**config.mk**
```make
export PLATFORM = sky130hd
export DESIGN_NAME = led_sequencer
export DESIGN_NICKNAME = d
export VERILOG_FILES = /design/src/rtl/led_sequencer.sv
export SDC_FILE = /design/constraint.sdc
export NUM_CORES = 1
export LEC_CHECK = 0
export CAP_MARGIN = 20
export CORE_MARGIN = 3
export CORE_UTILIZATION = 35
export CTS_CLUSTER_DIAMETER = 100
export DETAILED_ROUTE_END_ITERATION = 12
export PLACE_DENSITY_LB_ADDON = 0.3
export SLEW_MARGIN = 10
export SYNTH_ARGS = -nofsm -noshare
export SYNTH_HDL_FRONTEND = slang
export SYNTH_SLANG_ARGS = --single-unit
```
**constraint.sdc**
```tcl
create_clock -name clk_clk -period 6.4 [get_ports clk_clk]
set_input_delay 1.6 -clock clk_clk [delete_from_list [all_inputs] [get_ports clk_clk]]
set_output_delay 1.6 -clock clk_clk [all_outputs]
set_load 0.01 [all_outputs]
```
**src/rtl/led_sequencer.sv**
```systemverilog
// LED array controller: shares the LEDs between an Avalon-MM register file and a
// switch-selected local pattern engine. Define LEDSEQ_PWM_EN to add brightness gating.
module led_sequencer #(
    parameter int unsigned DEBOUNCE_CYCLES = 1000000,
    parameter int unsigned STEP_DIV_RST    = 12500000
) (
    input  logic        clk_clk,
    input  logic        reset_reset_n,
    input  logic [1:0]  avs_address,
    input  logic        avs_write,
    input  logic [31:0] avs_writedata,
    input  logic        avs_read,
    output logic [31:0] avs_readdata,
    input  logic [3:0]  switch_array_io_export,
    output logic [7:0]  led_array_io_export
);

    localparam int unsigned DbCntW = $clog2(DEBOUNCE_CYCLES + 1);

    localparam logic [2:0] StOff   = 3'd0;
    localparam logic [2:0] StCount = 3'd1;
    localparam logic [2:0] StShift = 3'd2;
    localparam logic [2:0] StBncL  = 3'd3;
    localparam logic [2:0] StBncR  = 3'd4;

    logic [3:0]        sw_meta_q, sw_sync_q, sw_db_q;
    logic [DbCntW-1:0] db_cnt_q [4];
    logic              hps_own_q;
    logic [7:0]        led_data_q;
    logic [23:0]       step_div_q;
    logic [23:0]       pre_q, pre_d, div_m1;
    logic [2:0]        state_q, state_d;
    logic [7:0]        pattern_q, pattern_d;
    logic [7:0]        led_q;
    logic [31:0]       readdata_q, rd_mux, step_div_rd;
    logic [1:0]        cur_mode;
    logic              wr_ctrl, wr_led, wr_div;
    logic              step, mode_change, owner_hps;

    assign wr_ctrl   = avs_write && (avs_address == 2'd0);
    assign wr_led    = avs_write && (avs_address == 2'd1);
    assign wr_div    = avs_write && (avs_address == 2'd2);
    assign owner_hps = hps_own_q && !sw_db_q[3];

    // Two-flop synchroniser followed by a per-bit stability counter.
    always_ff @(posedge clk_clk or negedge reset_reset_n) begin
        if (!reset_reset_n) begin
            sw_meta_q <= '0;
            sw_sync_q <= '0;
            sw_db_q   <= '0;
            for (int i = 0; i < 4; i++) db_cnt_q[i] <= '0;
        end else begin
            sw_meta_q <= switch_array_io_export;
            sw_sync_q <= sw_meta_q;
            for (int i = 0; i < 4; i++) begin
                if (sw_sync_q[i] != sw_db_q[i]) begin
                    if (db_cnt_q[i] == DbCntW'(DEBOUNCE_CYCLES - 1)) begin
                        sw_db_q[i]  <= sw_sync_q[i];
                        db_cnt_q[i] <= '0;
                    end else begin
                        db_cnt_q[i] <= db_cnt_q[i] + 1'b1;
                    end
                end else begin
                    db_cnt_q[i] <= '0;
                end
            end
        end
    end

    // STEP_DIV of zero behaves as one, i.e. a step every cycle.
    assign div_m1 = (step_div_q == 24'd0) ? 24'd0 : step_div_q - 24'd1;
    assign step   = (pre_q == div_m1);

    always_comb begin
        pre_d = pre_q + 24'd1;
        if (wr_div || step) pre_d = '0;
    end

    always_comb begin
        cur_mode = 2'd3;
        case (state_q)
            StOff:   cur_mode = 2'd0;
            StCount: cur_mode = 2'd1;
            StShift: cur_mode = 2'd2;
            default: cur_mode = 2'd3;
        endcase
    end

    assign mode_change = (sw_db_q[1:0] != cur_mode);

    always_comb begin
        state_d   = state_q;
        pattern_d = pattern_q;
        if (mode_change) begin
            unique case (sw_db_q[1:0])
                2'd0: begin state_d = StOff;   pattern_d = 8'h00; end
                2'd1: begin state_d = StCount; pattern_d = 8'h00; end
                2'd2: begin state_d = StShift; pattern_d = 8'h01; end
                2'd3: begin state_d = StBncL;  pattern_d = 8'h01; end
            endcase
        end else if (step && !sw_db_q[2]) begin
            case (state_q)
                StOff:   pattern_d = 8'h00;
                StCount: pattern_d = pattern_q + 8'd1;
                StShift: pattern_d = {pattern_q[6:0], pattern_q[7]};
                StBncL: begin
                    if (pattern_q == 8'h80) begin
                        state_d   = StBncR;
                        pattern_d = 8'h40;
                    end else begin
                        pattern_d = {pattern_q[6:0], 1'b0};
                    end
                end
                StBncR: begin
                    if (pattern_q == 8'h01) begin
                        state_d   = StBncL;
                        pattern_d = 8'h02;
                    end else begin
                        pattern_d = {1'b0, pattern_q[7:1]};
                    end
                end
                default: state_d = StOff;
            endcase
        end
    end

`ifdef LEDSEQ_PWM_EN
    logic [7:0] bright_q, pwm_cnt_q;
    logic       pwm_on_q;

    assign step_div_rd = {bright_q, step_div_q};

    always_ff @(posedge clk_clk or negedge reset_reset_n) begin
        if (!reset_reset_n) begin
            bright_q  <= 8'hFF;
            pwm_cnt_q <= '0;
            pwm_on_q  <= 1'b1;
        end else begin
            if (wr_div) bright_q <= avs_writedata[31:24];
            pwm_cnt_q <= pwm_cnt_q + 8'd1;
            pwm_on_q  <= (bright_q == 8'hFF) || (pwm_cnt_q < bright_q);
        end
    end

    assign led_array_io_export = led_q & {8{pwm_on_q}};
`else
    logic unused_wdata;

    assign unused_wdata        = ^avs_writedata[31:24];
    assign step_div_rd         = {8'h00, step_div_q};
    assign led_array_io_export = led_q;
`endif

    always_comb begin
        rd_mux = '0;
        unique case (avs_address)
            2'd0: rd_mux = {31'd0, hps_own_q};
            2'd1: rd_mux = {24'd0, led_data_q};
            2'd2: rd_mux = step_div_rd;
            2'd3: rd_mux = {24'd0, owner_hps, state_q, sw_db_q};
        endcase
    end

    always_ff @(posedge clk_clk or negedge reset_reset_n) begin
        if (!reset_reset_n) begin
            hps_own_q  <= 1'b0;
            led_data_q <= 8'h00;
            step_div_q <= 24'(STEP_DIV_RST);
            pre_q      <= '0;
            state_q    <= StOff;
            pattern_q  <= 8'h00;
            led_q      <= 8'h00;
            readdata_q <= '0;
        end else begin
            if (wr_ctrl) hps_own_q  <= avs_writedata[0];
            if (wr_led)  led_data_q <= avs_writedata[7:0];
            if (wr_div)  step_div_q <= avs_writedata[23:0];
            if (avs_read) readdata_q <= rd_mux;
            pre_q     <= pre_d;
            state_q   <= state_d;
            pattern_q <= pattern_d;
            led_q     <= owner_hps ? led_data_q : pattern_q;
        end
    end

    assign avs_readdata = readdata_q;

endmodule

```
==> metrics.md, run 1 <==
| Metric | Value |
|---|---|
| Status | `completed` |
| Min-delay src | `sw_meta_q[2]` |
| Met3 routed WL | `around 900 um` |
| # diodes | `0` |
| Hold buffer count at cts | `0` |
| Root Buffer | `clkbuf_16` |
| Worst Tran Pin Value | `0.9746 ns` |
| Period utilization | `0.6726` |
| PD cells | `247.9 nW/um2` |
| Ys async rst share | `1.000` |
| I/O Buffers | `65` |
| CP Class | `flip-flop to flip-flop` |
| MaxCap Viol Count | `0` |
| Simple-Gate Fraction of Synth Area | `0.2462` |
| Layout cells sized above 1 | `0.08199` |
| Area Overhead vs Synth | `14.53%` |
| Worst Path Required | `6.78 ns` |
| Unique masters post-synth | `77` |
| Worst-Skew Late Latency | `0.44 ns` |
| Setup Buffers After CTS | `0` |
| Worst r2r src | `step_div_q[0]` |
| EDFF count, synth | `0` |
| Fin nets | `around 1,200` |
| Post-Syn Instances | `1,143` |
| Critical Path AT | `roughly 4.7 ns` |
| Initial antenna violation count | `0` |
| Synth Area in Compound Gates | `0.1136` |
| Syn avg cell area | `9.137 um2` |
| Levels on crit path | `11` |
| Worst Path Buf+Inv | `1` |
| Final Hold Viols | `0` |
| Estimated wirelength of the detail-placed design | `16,290 um` |
| Clock buffer depth | `2` |
| Delay-heaviest family, CP | `simple AND/OR/NAND/NOR gates` |
| Peak Freq | `232.3 MHz` |
| Worst slew margin | `0.3483` |
| Final setup fails | `0` |
| Post-Synth XOR/XNOR Area | `0.09057` |
| Htree depth | `4` |
| Drt wl/cell | `14.91 um` |
| CP max stage cell | `nor4_1` |
| Leak pwr | `slightly above 5 nW` |
| Boundary pin count | `82` |
| Core area | `29,090 um2` |
| CP max stage delay | `0.74 ns` |
| Max-slew violation count | `0` |
| Hold Path Cell Cnt | `0` |
| Placed cell area | `11,340 um2` |
| Yosys warns | `0` |
| Number of vias per cell | `5.205` |
| Die Y | `about 180 um` |
| # clock sinks | `roughly 190` |
| Via count | `8,157` |
| Synthesized area | `10,440 um2` |
| Reg-to-Reg End | `pattern_q[2]` |
| Adder-cell share of the synthesized area | `0.01078` |
| RSZ-0062 raised after global routing | `no` |
| CTS resizes | `0` |
| Die W | `178.7 um` |
| Post-route cell area | `11,960 um2` |
| R2r setup slk | `~2.1 ns` |
| Seq cells post-synth | `between 150 and 200` |
| First-pass GRT wire length | `39,360 um` |
| Seq/Total Area, Yosys | `0.4615` |
| Commonest non-fill, non-tap cell in the layout | `dfrtp_1` |
| Routed met2 length | `10,560 um` |
| Final ANT Viol Nets | `0` |
| Reg clk slew, reported paths | `0.08 ns` |
| Post-route setup TNS | `0 ns` |
| DRT met1 WL | `approximately 11,000 um` |
| Area of the multi-input gates | `about 5200 um2` |
| Fill cells | `between 2,000 and 3,000` |
| Largest net degree at the start of global routing | `slightly below 100` |
| Top layer in use | `met4` |
| Main combinational cell family by area after synthesis | `simple AND/OR/NAND/NOR gates` |
| Num CTS Buffers | `17` |
| Core Rows | `62` |
| CP Max Fanout | `15` |
| RD Place Congestion | `0.8516` |
| Maximum vdd drop | `between 0.1 and 0.15 mV` |
| Vias in the first global route | `just under 8,000` |
| Pre-antenna DRT Iters | `6` |
| Register area | `4820 um2` |
| CTS tree | `built` |
| Critical Path Sink Type | `flip-flop` |
| DRC errors left | `0` |
| 1st-iter DRT viols | `624` |
| Hold Path End | `sw_sync_q[2]` |
| Congestion Overflow GR | `0` |
| GRT Resource Usage Total | `0.1502` |
| Ys flop type | `dfrtp_1` |
| Worst Reg-to-Reg Cells | `11` |
| Initial core utilization | `0.3590` |
| Clk_skew | `around 0.017 ns` |
| Multiplexer area fraction after synthesis | `0.03498` |
| Critical-path cell list | `inv_1, ha_1, nor3b_2, nand3_1, o21ai_0, a21oi_1, a311oi_1, o2bb2ai_1, nor4_1, and2_1, a22o_1` |
| Die Area | `31,950 um2` |
| Setup crit start kind | `flip-flop` |
| Post-Route WL | `23,360 um` |
| Most frequent cells in the layout | `dfrtp_1, nand2_1, nor2_1, clkdlybuf4s50_1, xor2_1` |
| Post-layout min period | `approximately 4.3 ns` |
| HP Class | `flip-flop to flip-flop` |
[stage by stage]
step	total power, W	utilization	worst slack, ns	hold WS [ns]	instances
after floorplan	0.001704	-	3.165	0.3312	1150
after global placement	0.001874	0.3898	2.184	0.3347	1535
after detailed placement	0.001884	0.3898	2.168	0.3364	1535
after CTS	0.002996	0.4112	2.130	0.3534	1567
after global routing	0.003107	0.4112	1.717	0.3599	1567
final	0.002965	0.4112	2.096	0.3530	1567
[Yosys cell counts (26+ instances only)]
master / n / area (um2)
inv_1: 35 / 131.4
o21ai_0: 52 / 260.3
and3_1: 40 / 250.2
dfrtp_1: 180 / 4504
nand2_1: 155 / 581.8
nor3_1: 34 / 170.2
nand3_1: 56 / 280.3
xor2_1: 61 / 534.3
nor2_1: 122 / 457.9
xnor2_1: 47 / 411.6
mux2_2: 26 / 292.8
clkbuf_1: 52 / 195.2
a21oi_1: 31 / 155.2
[state kept, by name, indices dropped and copies added (netlist names)]
| name | flops |
|---|---|
| avs_readdata | 24 |
| sw_sync_q | 4 |
| db_cnt_q | 80 |
| sw_meta_q | 4 |
| led_array_io_export | 8 |
| sw_db_q | 4 |
| led_data_q | 8 |
| pre_q | 24 |
| step_div_q | 24 |
| hps_own_q | 1 |
| state_q | 3 |
| pattern_q | 8 |
[power breakdown]
group          internal [W]  switching, W
combinational      0.000211      0.000233
sequential          0.00130      0.000116
clock              0.000567      0.000536
total               0.00208      0.000886
[layout make-up]
class | instances | area share
clock buffer | 17 | 0.03556
clock inverter | 15 | 0.01642
inverter | 36 | 0.01130
multi-input combinational | 853 | 0.4358
tap | 384 | 0.04017
sequential | 192 | 0.4029
timing repair buffer | 70 | 0.05785
[layer usage]
layer / track usage / vias to the layer above
li1: - / 4027
met1: 0.2109 / 3927
met2: 0.2377 / 171
met3: 0.02435 / 32
met4: 0.04740 / 0
met5: 0 / -
[how the worst max path moves through the flow]
stage | startpoint | endpoint | slack (ns)
global placement | step_div_q[0] | state_q[0] | 2.18
finish | step_div_q[0] | pattern_q[2] | 2.10
CTS | step_div_q[0] | state_q[2] | 2.13
floorplan | step_div_q[12] | pattern_q[0] | 3.17
global route | step_div_q[0] | pattern_q[7] | 1.72
detailed placement | step_div_q[0] | pre_q[23] | 2.17
[cell families after synthesis]
family                   Yosys count
AO/OA/AOI/OAI                    174
buffers and inverters            105
flip-flops                       192
multiplexers                      31
AND/OR/NAND/NOR                  523
adder cells (fa/ha/maj)            9
XOR/XNOR                         108
other                              1
[worst register-to-register path, stage by stage (launching register included)]
cell,delay (ns)
dfrtp_1,0.46
inv_1,0.13
ha_1,0.31
nor3b_2,0.44
nand3_1,0.51
o21ai_0,0.49
a21oi_1,0.17
a311oi_1,0.39
o2bb2ai_1,0.21
nor4_1,0.74
and2_1,0.27
a22o_1,0.13
(Power assumes the default switching activity.)
==> inputs of run 2 (changes only) <==
==> constraint.sdc (replaced) <==
create_clock -name clk_clk -period 3.9 [get_ports clk_clk]
set_input_delay 0.975 -clock clk_clk [delete_from_list [all_inputs] [get_ports clk_clk]]
set_output_delay 0.975 -clock clk_clk [all_outputs]
set_load 0.01 [all_outputs]
==> metrics.md, run 2 (synthesis gave the netlist of run 1 again) <==
| Metric | Value |
|---|---|
| CP Class | `flip-flop to flip-flop` |
| Critical Path Sink Type | `flip-flop` |
| CP max stage cell | `a311oi_1` |
| Post-Route WL | `23,670 um` |
| Largest net degree at the start of global routing | `87` |
| Initial core utilization | `0.3590` |
| RD Place Congestion | `0.9019` |
| PD cells | `a little under 400 nW/um2` |
| Reg-to-Reg End | `pattern_q[0]` |
| # clock sinks | `between 150 and 200` |
| CTS resizes | `0` |
| Register area | `~4800 um2` |
| Maximum vdd drop | `0.2798 mV` |
| Boundary pin count | `a little over 80` |
| Fill cells | `2,859` |
| CTS tree | `built` |
| Number of vias per cell | `5.239` |
| DRC errors left | `0` |
| Peak Freq | `around 280 MHz` |
| Post-route cell area | `between 10,000 and 15,000 um2` |
| I/O Buffers | `65` |
| Initial antenna violation count | `0` |
| CP Max Fanout | `8` |
| Pre-antenna DRT Iters | `6` |
| Drt wl/cell | `14.96 um` |
| Max FFs per register | `80` |
| Worst r2r src | `step_div_q[0]` |
| RSZ-0062 raised after global routing | `no` |
| Reg clk slew, reported paths | `about 0.08 ns` |
| Area of the multi-input gates | `5213 um2` |
| 1st-iter DRT viols | `625` |
| Hold buffer count at cts | `0` |
| Setup crit start kind | `flip-flop` |
| Core Rows | `62` |
| Hold Path End | `sw_sync_q[0]` |
| Layout cells sized above 1 | `0.09349` |
| Layout Cells excl Fill | `1,582` |
| Clock buffer depth | `2` |
| Via count | `8,288` |
| Status | `completed` |
| First-pass GRT wire length | `39,990 um` |
| Setup Buffers After CTS | `0` |
| CP max stage delay | `0.49 ns` |
| Estimated wirelength of the detail-placed design | `roughly 17,000 um` |
| Commonest non-fill, non-tap cell in the layout | `dfrtp_1` |
| Area Overhead vs Synth | `15.36%` |
| Worst-Skew Late Latency | `0.43 ns` |
| Worst slew margin | `0.4796` |
| Worst Reg-to-Reg Cells | `12` |
| Root Buffer | `clkbuf_16` |
| Core area | `between 20,000 and 30,000 um2` |
| Inst Count DP | `about 1,600` |
| Worst Tran Pin Value | `0.7790 ns` |
| # diodes | `0` |
| Hold slack | `0.3583 ns` |
| Die Y | `178.7 um` |
| Most frequent cells in the layout | `dfrtp_1, nand2_1, nor2_1, clkdlybuf4s50_1, xor2_1` |
| Die W | `178.7 um` |
| Final setup fails | `0` |
| Period utilization | `0.9140` |
| Min-delay src | `sw_meta_q[0]` |
| Post-layout min period | `3.565 ns` |
| HP Class | `flip-flop to flip-flop` |
| Placed cell area | `between 10,000 and 15,000 um2` |
| Biggest register | `db_cnt_q` |
| Leak pwr | `around 5.1 nW` |
| Vias in the first global route | `between 7,000 and 8,000` |
| Clk_skew | `approximately 0.012 ns` |
| Worst Path Required | `approximately 4.2 ns` |
| Htree depth | `4` |
| Post-route setup TNS | `0 ns` |
| Congestion Overflow GR | `0` |
| GRT Resource Usage Total | `0.1516` |
| R2r setup slk | `0.34 ns` |
| Final ANT Viol Nets | `0` |
| Fin nets | `1,237` |
| Critical-path cell list | `inv_1, ha_1, nor3b_2, buf_4, nand4_1, xor2_1, o221ai_1, a311oi_1, o2bb2ai_1, nor4_2, a21boi_4, mux2_4` |
| Critical Path AT | `just under 4 ns` |
| Max-slew violation count | `0` |
| Die Area | `31,950 um2` |
| MaxCap Viol Count | `0` |
| Num CTS Buffers | `17` |
| Final Hold Viols | `0` |
| Hold Path Cell Cnt | `0` |
run 2: cell count changes in the layout (fill, tap and decap cells not counted):
cell / previous run / this run
buf_12: 0 / 2
inv_12: 1 / 0
clkbuf_8: 1 / 2
buf_4: 5 / 19
clkinv_4: 3 / 2
bufinv_16: 1 / 0
clkinv_8: 4 / 1
inv_6: 2 / 6
inv_8: 3 / 2
clkinvlp_4: 1 / 2
run 2: metrics by stage:
stage                     power [W]    util  worst slack (ns)
final                      0.004761  0.4142            0.3354
after global routing       0.005015  0.4142           0.09301
after CTS                  0.004817  0.4142            0.3707
after detailed placement   0.003111  0.3948            0.4025
after global placement     0.003095  0.3948            0.4297
after floorplan            0.002797       -            0.6650
run 2: worst max-delay path: cells and delay by family (launching register included):
kind / cells / cell delay, ns
mux: 1 / 0.31
simple gates: 3 / 0.72
fa+ha+maj: 1 / 0.30
buf+inv: 2 / 0.29
xor+xnor: 1 / 0.31
flops: 1 / 0.44
compound gates: 4 / 1.07
run 2: area by class of cell:
type,instances,area share
clock inverter,13,0.01028
sequential,192,0.4000
multi-input combinational,853,0.4327
clock buffer,18,0.03645
tap,384,0.03988
timing repair buffer,86,0.06948
inverter,36,0.01122
run 2: worst max-delay path by stage:
stage | slack, ns | cells past startpoint | endpoint | from
6_report | 0.34 | 12 | pattern_q[0] | step_div_q[0]
5_1_grt | 0.09 | 10 | state_q[0] | step_div_q[2]
4_1_cts | 0.37 | 12 | pattern_q[0] | step_div_q[0]
3_5_place_dp | 0.40 | 12 | pattern_q[0] | step_div_q[0]
3_3_place_gp | 0.43 | 12 | pattern_q[0] | step_div_q[0]
2_1_floorplan | 0.67 | 10 | pattern_q[0] | step_div_q[12]
run 2: layer usage:
layer  share of wire  wire length, um  global-route usage
met1            0.49            11500              0.2172
met2            0.46            10870              0.2420
met3           0.044             1034             0.02245
met4           0.011              258             0.03604
met5               0                0                   0
run 2: where the power goes:
| part | switching, W | internal [W] | leakage, nW |
|---|---|---|---|
| clock | 0.000825 | 0.000860 | 0.271 |
| combinational | 0.000395 | 0.000361 | 2.29 |
| sequential | 0.000184 | 0.00214 | 2.54 |
==> inputs of run 3 (changes only) <==
--- a/config.mk
+++ b/config.mk
@@ -7,7 +7,7 @@
 export LEC_CHECK = 0
 export CAP_MARGIN = 20
 export CORE_MARGIN = 3
-export CORE_UTILIZATION = 35
+export CORE_UTILIZATION = 30
 export CTS_CLUSTER_DIAMETER = 100
 export DETAILED_ROUTE_END_ITERATION = 12
 export PLACE_DENSITY_LB_ADDON = 0.3
==> metrics.md, run 3 (synthesis gave the netlist of run 1 again) <==
| Metric | Value |
|---|---|
| Worst Reg-to-Reg Cells | `10` |
| # clock sinks | `192` |
| CTS tree | `built` |
| Critical Path Sink Type | `flip-flop` |
| Most frequent cells in the layout | `dfrtp_1, nand2_1, nor2_1, clkdlybuf4s50_1, xor2_1` |
| Total Power | `0.004935 W` |
| Layout cells sized above 1 | `0.09197` |
| Initial core utilization | `0.3076` |
| Drt wl/cell | `between 10 and 15 um` |
| Critical-path cell list | `nor4_1, buf_4, nand3_1, or4_4, a211o_1, and3_1, o2111a_1, and2_4, a21boi_4, mux2_4` |
| Max-slew violation count | `0` |
| Period utilization | `0.9073` |
| Initial antenna violation count | `0` |
| CP Max Fanout | `13` |
| Clk_skew | `between 0.015 and 0.02 ns` |
| Core Rows | `67` |
| Area Overhead vs Synth | `16.80%` |
| Estimated wirelength of the detail-placed design | `roughly 17,000 um` |
| Via count | `between 8,000 and 9,000` |
| Root Buffer | `clkbuf_16` |
| Clock buffer depth | `2` |
| Hold slack | `0.3516 ns` |
| MaxCap Viol Count | `0` |
| Reg clk slew, reported paths | `0.08 ns` |
| Largest net degree at the start of global routing | `94` |
| Worst-Skew Late Latency | `~0.44 ns` |
| Post-layout min period | `about 3.5 ns` |
| Commonest non-fill, non-tap cell in the layout | `dfrtp_1` |
| Post-Route WL | `24,230 um` |
| Die Y | `approximately 190 um` |
| Maximum vdd drop | `0.2290 mV` |
| GRT Resource Usage Total | `0.1343` |
| Num CTS Buffers | `17` |
| I/O Buffers | `65` |
| Die W | `192.6 um` |
| Critical Path AT | `3.87 ns` |
| Final setup fails | `0` |
| Status | `completed` |
| Biggest register | `db_cnt_q` |
| Delay-heaviest family, CP | `simple AND/OR/NAND/NOR gates` |
| Congestion Overflow GR | `0` |
| Die Area | `around 37,000 um2` |
| Worst slew margin | `0.3454` |
| Pre-antenna DRT Iters | `5` |
| PD cells | `404.6 nW/um2` |
| Final ANT Viol Nets | `0` |
| 1st-iter DRT viols | `673` |
| # diodes | `0` |
| CP Class | `flip-flop to flip-flop` |
| Setup Buffers After CTS | `0` |
| Number of vias per cell | `slightly below 5` |
| Peak Freq | `approximately 280 MHz` |
| Hold buffer count at cts | `0` |
| CP max stage delay | `0.54 ns` |
| Worst Path Buf+Inv | `1` |
| Levels on crit path | `10` |
| Setup crit start kind | `flip-flop` |
| Leak pwr | `roughly 5.1 nW` |
| RD Place Congestion | `0.8827` |
| Hold Path Cell Cnt | `0` |
| HP Class | `flip-flop to flip-flop` |
| Post-route setup TNS | `0 ns` |
| Final Hold Viols | `0` |
| Boundary pin count | `82` |
| CTS resizes | `0` |
| Fin nets | `1,234` |
| Max FFs per register | `80` |
| Htree depth | `4` |
| Core area | `33,950 um2` |
| DRC errors left | `0` |
| Worst Path Required | `around 4.2 ns` |
| Worst Tran Pin Value | `0.9795 ns` |
| Vias in the first global route | `8,036` |
| RSZ-0062 raised after global routing | `no` |
| First-pass GRT wire length | `40,800 um` |
| CP max stage cell | `or4_4` |
## run 3: area by class of cell
class	count	area, um2
Multi-Input combinational cell	853	5213
Inverter	36	135.1
Fill cell	3430	21750
Timing Repair Buffer	83	827.0
Clock inverter	14	203.9
Clock buffer	18	439.2
Tap cell	448	560.5
Sequential cell	192	4820
## run 3: per-stage QoR
step | std cells | instance area (um2) | utilization | worst slack [ns]
global placement | 1612 | 11550 | 0.3403 | 0.4601
floorplan | 1150 | 10470 | - | 0.6650
global route | 1644 | 12200 | 0.3593 | 0.1779
finish | 1644 | 12200 | 0.3593 | 0.3617
CTS | 1644 | 12200 | 0.3593 | 0.3491
detailed placement | 1612 | 11550 | 0.3403 | 0.3759
## run 3: worst register-to-register path: stages (launching register included)
cell and delay (ns):
dfrtp_1 0.52, nor4_1 0.38, buf_4 0.19, nand3_1 0.32, or4_4 0.54, a211o_1 0.35, and3_1 0.16, o2111a_1 0.15
and2_4 0.20, a21boi_4 0.29, mux2_4 0.33
## run 3: final timing paths
path,slack (ns),startpoint,end
setup / recovery,0.36,step_div_q[2],pattern_q[0]
hold / removal,0.35,sw_meta_q[2],sw_sync_q[2]
setup reg to reg,0.36,step_div_q[2],pattern_q[0]
hold reg to reg,0.35,sw_meta_q[2],sw_sync_q[2]
max in group asynchronous,2.51,reset_reset_n,step_div_q[17]
min in group asynchronous,0.58,reset_reset_n,db_cnt_q[9]
## run 3: where the power goes
group | total [W] | internal [W] | switching (W)
sequential | 0.00233 | 0.00214 | 0.000191
clock | 0.00186 | 0.000962 | 0.000899
combinational | 0.000749 | 0.000360 | 0.000389
total | 0.00494 | 0.00346 | 0.00148
## run 3: per-layer routing
layer	global-route usage	up-vias	wire (um)
met3	0.02906	17	1187
met4	0.03446	0	268
met1	0.1868	3918	11680
met2	0.2126	161	11090
li1	-	4050	-
met5	0	-	0
